[src/rtl/fetch_ctrl.sv]
// Fetch-stage sequencer: merges decode redirects, hazard stalls, eret and the interrupt entry sequence.
// Optional macro FETCH_CTRL_HALT_EN adds the i_halt input and a HALT state.
module fetch_ctrl #(
    parameter  int INSTR_ADDR_WIDTH = 30,
    parameter  int DRAIN_CYCLES     = 3,
    localparam int PC_WIDTH         = INSTR_ADDR_WIDTH - 2,
    parameter  logic [PC_WIDTH-1:0] IRQ_VECTOR = 28'h0000040
) (
    input  logic                i_clk,
    input  logic                i_arst,
    input  logic                i_br_taken,
    input  logic [PC_WIDTH-1:0] i_br_target,
    input  logic                i_hazard_stall,
    input  logic                i_eret,
    input  logic [PC_WIDTH-1:0] i_epc,
    input  logic                i_irq,
`ifdef FETCH_CTRL_HALT_EN
    input  logic                i_halt,
`endif
    output logic                o_jmp_en,
    output logic [PC_WIDTH-1:0] o_pc_jmp,
    output logic                o_stall_en,
    output logic                o_fe_kill,
    output logic                o_irq_ack,
    output logic                o_in_handler
);

`ifdef FETCH_CTRL_HALT_EN
    typedef enum logic [1:0] {RUN, DRAIN, VECTOR, HALT} state_e;
`else
    typedef enum logic [1:0] {RUN, DRAIN, VECTOR} state_e;
`endif

    localparam logic [3:0] DRAIN_INIT = 4'(DRAIN_CYCLES - 1);

    state_e        state_q, state_d;
    logic [3:0]    cnt_q, cnt_d;
    logic          in_handler_q, in_handler_d;

    logic                jmp_en;
    logic [PC_WIDTH-1:0] pc_jmp;
    logic                stall_en;
    logic                fe_kill;
    logic                irq_ack;

    // NOTE: sequential state uses non-blocking assignments so every flop samples pre-edge values.
    always_ff @(posedge i_clk or posedge i_arst) begin
        if (i_arst) begin
            state_q      <= RUN;
            cnt_q        <= '0;
            in_handler_q <= 1'b0;
        end else begin
            state_q      <= state_d;
            cnt_q        <= cnt_d;
            in_handler_q <= in_handler_d;
        end
    end

    always_comb begin
        // NOTE: every output of this block gets a default first, so no path can infer a latch.
        state_d      = state_q;
        cnt_d        = cnt_q;
        in_handler_d = in_handler_q;
        jmp_en       = 1'b0;
        pc_jmp       = '0;
        stall_en     = 1'b0;
        fe_kill      = 1'b0;
        irq_ack      = 1'b0;

        unique case (state_q)
            RUN: begin
                if (i_eret) begin
                    jmp_en       = 1'b1;
                    pc_jmp       = i_epc;
                    in_handler_d = 1'b0;
                end else if (i_br_taken) begin
                    jmp_en = 1'b1;
                    pc_jmp = i_br_target;
`ifdef FETCH_CTRL_HALT_EN
                end else if (i_halt) begin
                    stall_en = 1'b1;
                    state_d  = HALT;
`endif
                end else if (i_irq && !in_handler_q) begin
                    // The kill supersedes any concurrent hazard stall.
                    fe_kill  = 1'b1;
                    stall_en = 1'b1;
                    state_d  = DRAIN;
                    cnt_d    = DRAIN_INIT;
                end else if (i_hazard_stall) begin
                    stall_en = 1'b1;
                end
            end
            DRAIN: begin
                fe_kill  = 1'b1;
                stall_en = 1'b1;
                if (cnt_q == 4'd0) begin
                    state_d = VECTOR;
                end else begin
                    cnt_d = cnt_q - 4'd1;
                end
            end
            VECTOR: begin
                jmp_en       = 1'b1;
                pc_jmp       = IRQ_VECTOR;
                irq_ack      = 1'b1;
                in_handler_d = 1'b1;
                state_d      = RUN;
            end
`ifdef FETCH_CTRL_HALT_EN
            HALT: begin
                fe_kill  = 1'b1;
                stall_en = 1'b1;
                if (i_irq && !in_handler_q) begin
                    state_d = DRAIN;
                    cnt_d   = DRAIN_INIT;
                end else if (!i_halt) begin
                    state_d = RUN;
                end
            end
`endif
            default: state_d = RUN;
        endcase
    end

    // Outputs are held at zero for the whole time reset is asserted.
    always_comb begin
        o_jmp_en     = jmp_en   & ~i_arst;
        o_pc_jmp     = i_arst ? '0 : pc_jmp;
        o_stall_en   = stall_en & ~i_arst;
        o_fe_kill    = fe_kill  & ~i_arst;
        o_irq_ack    = irq_ack  & ~i_arst;
        o_in_handler = in_handler_q & ~i_arst;
    end

endmodule

[config.mk]
export PLATFORM = sky130hd
export DESIGN_NAME = fetch_ctrl
export DESIGN_NICKNAME = d
export VERILOG_FILES = /design/src/rtl/fetch_ctrl.sv
export SDC_FILE = /design/constraint.sdc
export NUM_CORES = 1
export LEC_CHECK = 0
export ABC_AREA = 1
export ABC_CLOCK_PERIOD_IN_PS = 1600
export CORE_ASPECT_RATIO = 0.9
export CORE_MARGIN = 4
export CORE_UTILIZATION = 29
export CTS_BUF_LIST = sky130_fd_sc_hd__clkbuf_8
export CTS_CLUSTER_SIZE = 24
export DETAILED_ROUTE_END_ITERATION = 8
export PLACE_DENSITY = 0.91
export SLEW_MARGIN = 20
export SYNTH_ARGS = -nofsm -noshare
export SYNTH_HDL_FRONTEND = slang
export SYNTH_SLANG_ARGS = --single-unit
[constraint.sdc]
create_clock -name i_clk -period 1.6 [get_ports i_clk]
set_clock_uncertainty 0.2 [all_clocks]
set_input_delay 0.48 -clock i_clk [delete_from_list [all_inputs] [get_ports i_clk]]
set_output_delay 0.48 -clock i_clk [all_outputs]
set_load 0.05 [all_outputs]
==> results of run 1 <==
through the flow:
| stage | utilization (%) | setup WS, ps | instance area (um^2) | cells | TNS (ps) |
|---|---|---|---|---|---|
| 2_1_floorplan | - | -328.5 | 1147 | 132 | -8486 |
| 3_3_place_gp | 90.37 | -862.3 | 2524 | 275 | -28590 |
| 3_5_place_dp | 90.37 | -937.4 | 2524 | 275 | -30640 |
logic make-up after synthesis:
group / synth area share [%]
DFF: 20.41
buffers and inverters: 16.03
and+or+nand+nor: 35.57
AOI/OAI and AO/OA: 26.53
adders and majority gates: 1.457
==> results.sh, run 1 <==
export IMPL_dp_hpwl_um=4581
export IMPL_ys_ff_latch=7
export IMPL_lastStage="4_1_cts"
export IMPL_syn_area_um2=858.3
export IMPL_cts_repair_resized=101
export IMPL_core_rowCount=18
export IMPL_yosys_warnings=0
export IMPL_synth_common_cells="nor2_1 (38), a22oi_1 (27), nand2_1 (16)"
export IMPL_tool_error="[ERROR DPL-0038] Utilization greater than 100%, impossible to legalize"
export IMPL_holdBufCountCts=0
export IMPL_synth_fp_nets=195
export IMPL_start_util_pct=30.73
export IMPL_die_w_um=65.35
export IMPL_yosysMostFrequentCell="nor2_1"
export IMPL_gp_congestion=0.8329
export IMPL_root_buffer="clkbuf_8"
export IMPL_postCtsSetupBuffers=14
export IMPL_ys_seq_area_share_pct=20.41
export IMPL_ys_flop_type="dfrtp_1"
export IMPL_avgSynthCellArea_um2=6.502
export IMPL_htreeDepth=1
export IMPL_numCtsBuffers=3
export IMPL_synth_cell_types=17
export IMPL_die_y_um=59.61
export IMPL_synth_top_area_share_pct=23.62
export IMPL_synth_edf_count=0
export IMPL_netlist_instances=132
export IMPL_ios=95
export IMPL_run_status="aborted with a tool error"
export IMPL_synth_top_area_cell="a22oi_1"
export IMPL_port_buffers=94
export IMPL_synth_area_leaders="a22oi_1 (24%), dfrtp_1 (20%), nor2_1 (17%)"
export IMPL_clockBufferDepth=2
export IMPL_cts_sinks=7
export IMPL_synthArstFlopShare_pct=100.0
==> run 2, diff against run 1 <==
--- a/config.mk
+++ b/config.mk
@@ -7,13 +7,10 @@
 export LEC_CHECK = 0
 export ABC_AREA = 1
 export ABC_CLOCK_PERIOD_IN_PS = 1600
-export CORE_ASPECT_RATIO = 0.9
 export CORE_MARGIN = 4
-export CORE_UTILIZATION = 29
-export CTS_BUF_LIST = sky130_fd_sc_hd__clkbuf_8
-export CTS_CLUSTER_SIZE = 24
+export CORE_UTILIZATION = 20
 export DETAILED_ROUTE_END_ITERATION = 8
-export PLACE_DENSITY = 0.91
+export PLACE_DENSITY_LB_ADDON = 0.15
 export SLEW_MARGIN = 20
 export SYNTH_ARGS = -nofsm -noshare
 export SYNTH_HDL_FRONTEND = slang
==> run 2 against run 1 <==
Net effect:
- the flow now finishes, with violations (setup timing)
- area after synthesis stayed put
- synthesized cell count stayed put
==> results.sh, run 2 <==
export IMPL_run_status="complete, but fails checks"
export IMPL_violations="setup timing"
export IMPL_setup_ws_ps=-491.7
export IMPL_drive_above_1_share_pct=61.18
export IMPL_holdBufCountCts=0
export IMPL_min_path_type="in -> async"
export IMPL_grt_max_degree=21
export IMPL_synth_edf_count=0
export IMPL_core_rowCount=23
export IMPL_synth_top_area_share_pct=23.62
export IMPL_cp_num_buf_inv=4
export IMPL_die_area_um2=5404
export IMPL_top_regs="cnt_q (4), state_q (2), in_handler_q (1)"
export IMPL_critPathKind="reg -> out"
export IMPL_gp_congestion=0.8700
export IMPL_ys_flop_type="dfrtp_1"
export IMPL_layout_commonest_cell="clkdlybuf4s50_1"
export IMPL_grt_pass1_vias=1503
export IMPL_timing_final_crit_share_pct=130.7
export IMPL_start_util_pct=21.00
export IMPL_fp_coreArea_um2=4086
export IMPL_arrival_ps=1410
export IMPL_setup_violations=33
export IMPL_grt_usage_pct=19.17
export IMPL_path_depth=6
export IMPL_ant_nets=0
export IMPL_worstSkewPairLatency_ps=230
export IMPL_largest_reg_flops=4
export IMPL_leakage_nw=1.193
export IMPL_synth_cell_types=17
export IMPL_required_ps=920
export IMPL_synth_fp_nets=195
export IMPL_fmax_ghz=0.4781
export IMPL_syn_area_um2=858.3
export IMPL_root_buffer="clkbuf_8"
export IMPL_tightest_slew_ps=277.9
export IMPL_busiest_layer="met2"
export IMPL_overflow=0
export IMPL_dr_total_vias=1424
export IMPL_synth_common_cells="nor2_1 (38), a22oi_1 (27), nand2_1 (16)"
export IMPL_clockBufferDepth=2
export IMPL_synthArstFlopShare_pct=100.0
export IMPL_grt_first_pass_wirelength_um=7928
export IMPL_peakVddDrop_mv=0.6720
export IMPL_crit_family="buffers and inverters"
export IMPL_slew_headroom_pct=81.45
export IMPL_final_cell_mix="clkdlybuf4s50_1 (55), nor2_4 (37), buf_12 (37)"
export IMPL_antenna_found_initial=0
export IMPL_max_stage_delay_ps=390
export IMPL_dp_hpwl_um=3678
export IMPL_finalHoldViolCount=0
export IMPL_wl_per_cell_um=17.00
export IMPL_htreeDepth=1
export IMPL_synth_top_area_cell="a22oi_1"
export IMPL_drt_drc_violations_left=0
export IMPL_die_w_um=73.51
export IMPL_synth_area_leaders="a22oi_1 (24%), dfrtp_1 (20%), nor2_1 (17%)"
export IMPL_ios=95
export IMPL_start_kind="register"
export IMPL_diodes=0
export IMPL_reg2reg_depth=7
export IMPL_globalRouteMet3Util_pct=4.378
export IMPL_slew_viol_final=0
export IMPL_fin_nets=319
export IMPL_period_needed_ps=2092
export IMPL_viasPerCell=4.669
export IMPL_critPathSlowestCell="dfrtp_1"
export IMPL_dpl_instance_area_um2=2549
export IMPL_finalPower_w=0.003094
export IMPL_rsz0062_at_grt="true"
export IMPL_yosysMostFrequentCell="nor2_1"
export IMPL_ys_seq_area_share_pct=20.41
export IMPL_grtUsageMet1_pct=23.13
export IMPL_clk_pin_slew_ps=40
export IMPL_drv_cap=0
export IMPL_ys_ff_latch=7
export IMPL_drt_pass1_iterations=4
export IMPL_netlist_instances=132
export IMPL_yosys_warnings=0
export IMPL_path_max_fanout=5
export IMPL_area_growth_synth_to_final_pct=255.8
export IMPL_top_register="cnt_q"
export IMPL_post_place_ws_ps=-900.7
export IMPL_cp_end_kind="output port"
export IMPL_die_y_um=73.51
export IMPL_numCtsBuffers=3
export IMPL_power_density_nw_per_um2=1013
export IMPL_cts_sinks=7
export IMPL_stdcell_area_um2=3054
export IMPL_tritoncts="built"
export IMPL_port_buffers=94
export IMPL_grtUsageMet2_pct=33.66
export IMPL_drt_iter0_drc=23
export IMPL_avgSynthCellArea_um2=6.502
export IMPL_routed_wl_um=5184
export IMPL_cp_cell_sequence="inv_2, buf_6, nand2_4, bufbuf_16, nor2_4, buf_12"
==> run 2: cells by family after synthesis <==
family / synth area share (%)
AND/OR/NAND/NOR: 35.57
buffers and inverters: 16.03
flip-flops: 20.41
adder cells (fa/ha/maj): 1.457
AO/OA/AOI/OAI: 26.53
==> run 2: final cells by class <==
type / instances / area, um^2
Timing Repair Buffer: 126 / 1705
Clock buffer: 4 / 45.04
Inverter: 15 / 66.31
Sequential cell: 7 / 175.2
Multi-Input combinational cell: 103 / 999.7
Tap cell: 50 / 62.56
Fill cell: 282 / 1032
==> run 2: stage by stage <==
step / util [%] / TNS (ps) / cells / hold slack, ps
after floorplan: - / -8486 / 132 / 83.40
after global placement: 62.37 / -28820 / 285 / 267.2
after detailed placement: 62.37 / -29530 / 285 / 272.5
after CTS: 74.22 / -14110 / 304 / 164.6
after global routing: 74.74 / -16590 / 305 / 178.0
final: 74.74 / -15050 / 305 / 161.3
==> run 2: final timing paths <==
path | from | slack (ps) | to
setup reg to reg | state_q[0] | 50 | cnt_q[2]
min in group i_clk | cnt_q[3] | 290 | cnt_q[3]
max in group asynchronous | i_arst | 820 | cnt_q[3]
hold / removal | i_arst | 160 | state_q[0]
setup / recovery | state_q[1] | -490 | o_pc_jmp[19]
hold reg to reg | cnt_q[3] | 290 | cnt_q[3]
==> run 2: timing repair <==
item                       CTS  global route
cloned                       5             0
pin swaps                   45             9
buffers inserted            12             1
resized for setup           75             4
setup endpoints to repair   38            36
==> run 2: power by group <==
group	total (W)	switching [W]	internal [W]
sequential	0.000291	0.0000468	0.000245
combinational	0.00255	0.00129	0.00125
clock	0.000255	0.0000819	0.000173
==> run 2: worst register-to-register path, stage by stage, from the launching register on <==
cell and delay [ps]:
dfrtp_1 400, buf_4 160, buf_4 130, nor2_2 100, nand4_1 200, nand2_2 180
nand2_1 60, nand2_1 60
==> run 2: routing by layer <==
metal	share of wire, %	up-vias
met5	0	-
met4	1.8	0
met3	9.2	8
met2	49	69
met1	40	652
li1	-	695
No activity file was read; power rests on OpenSTA's default activity.
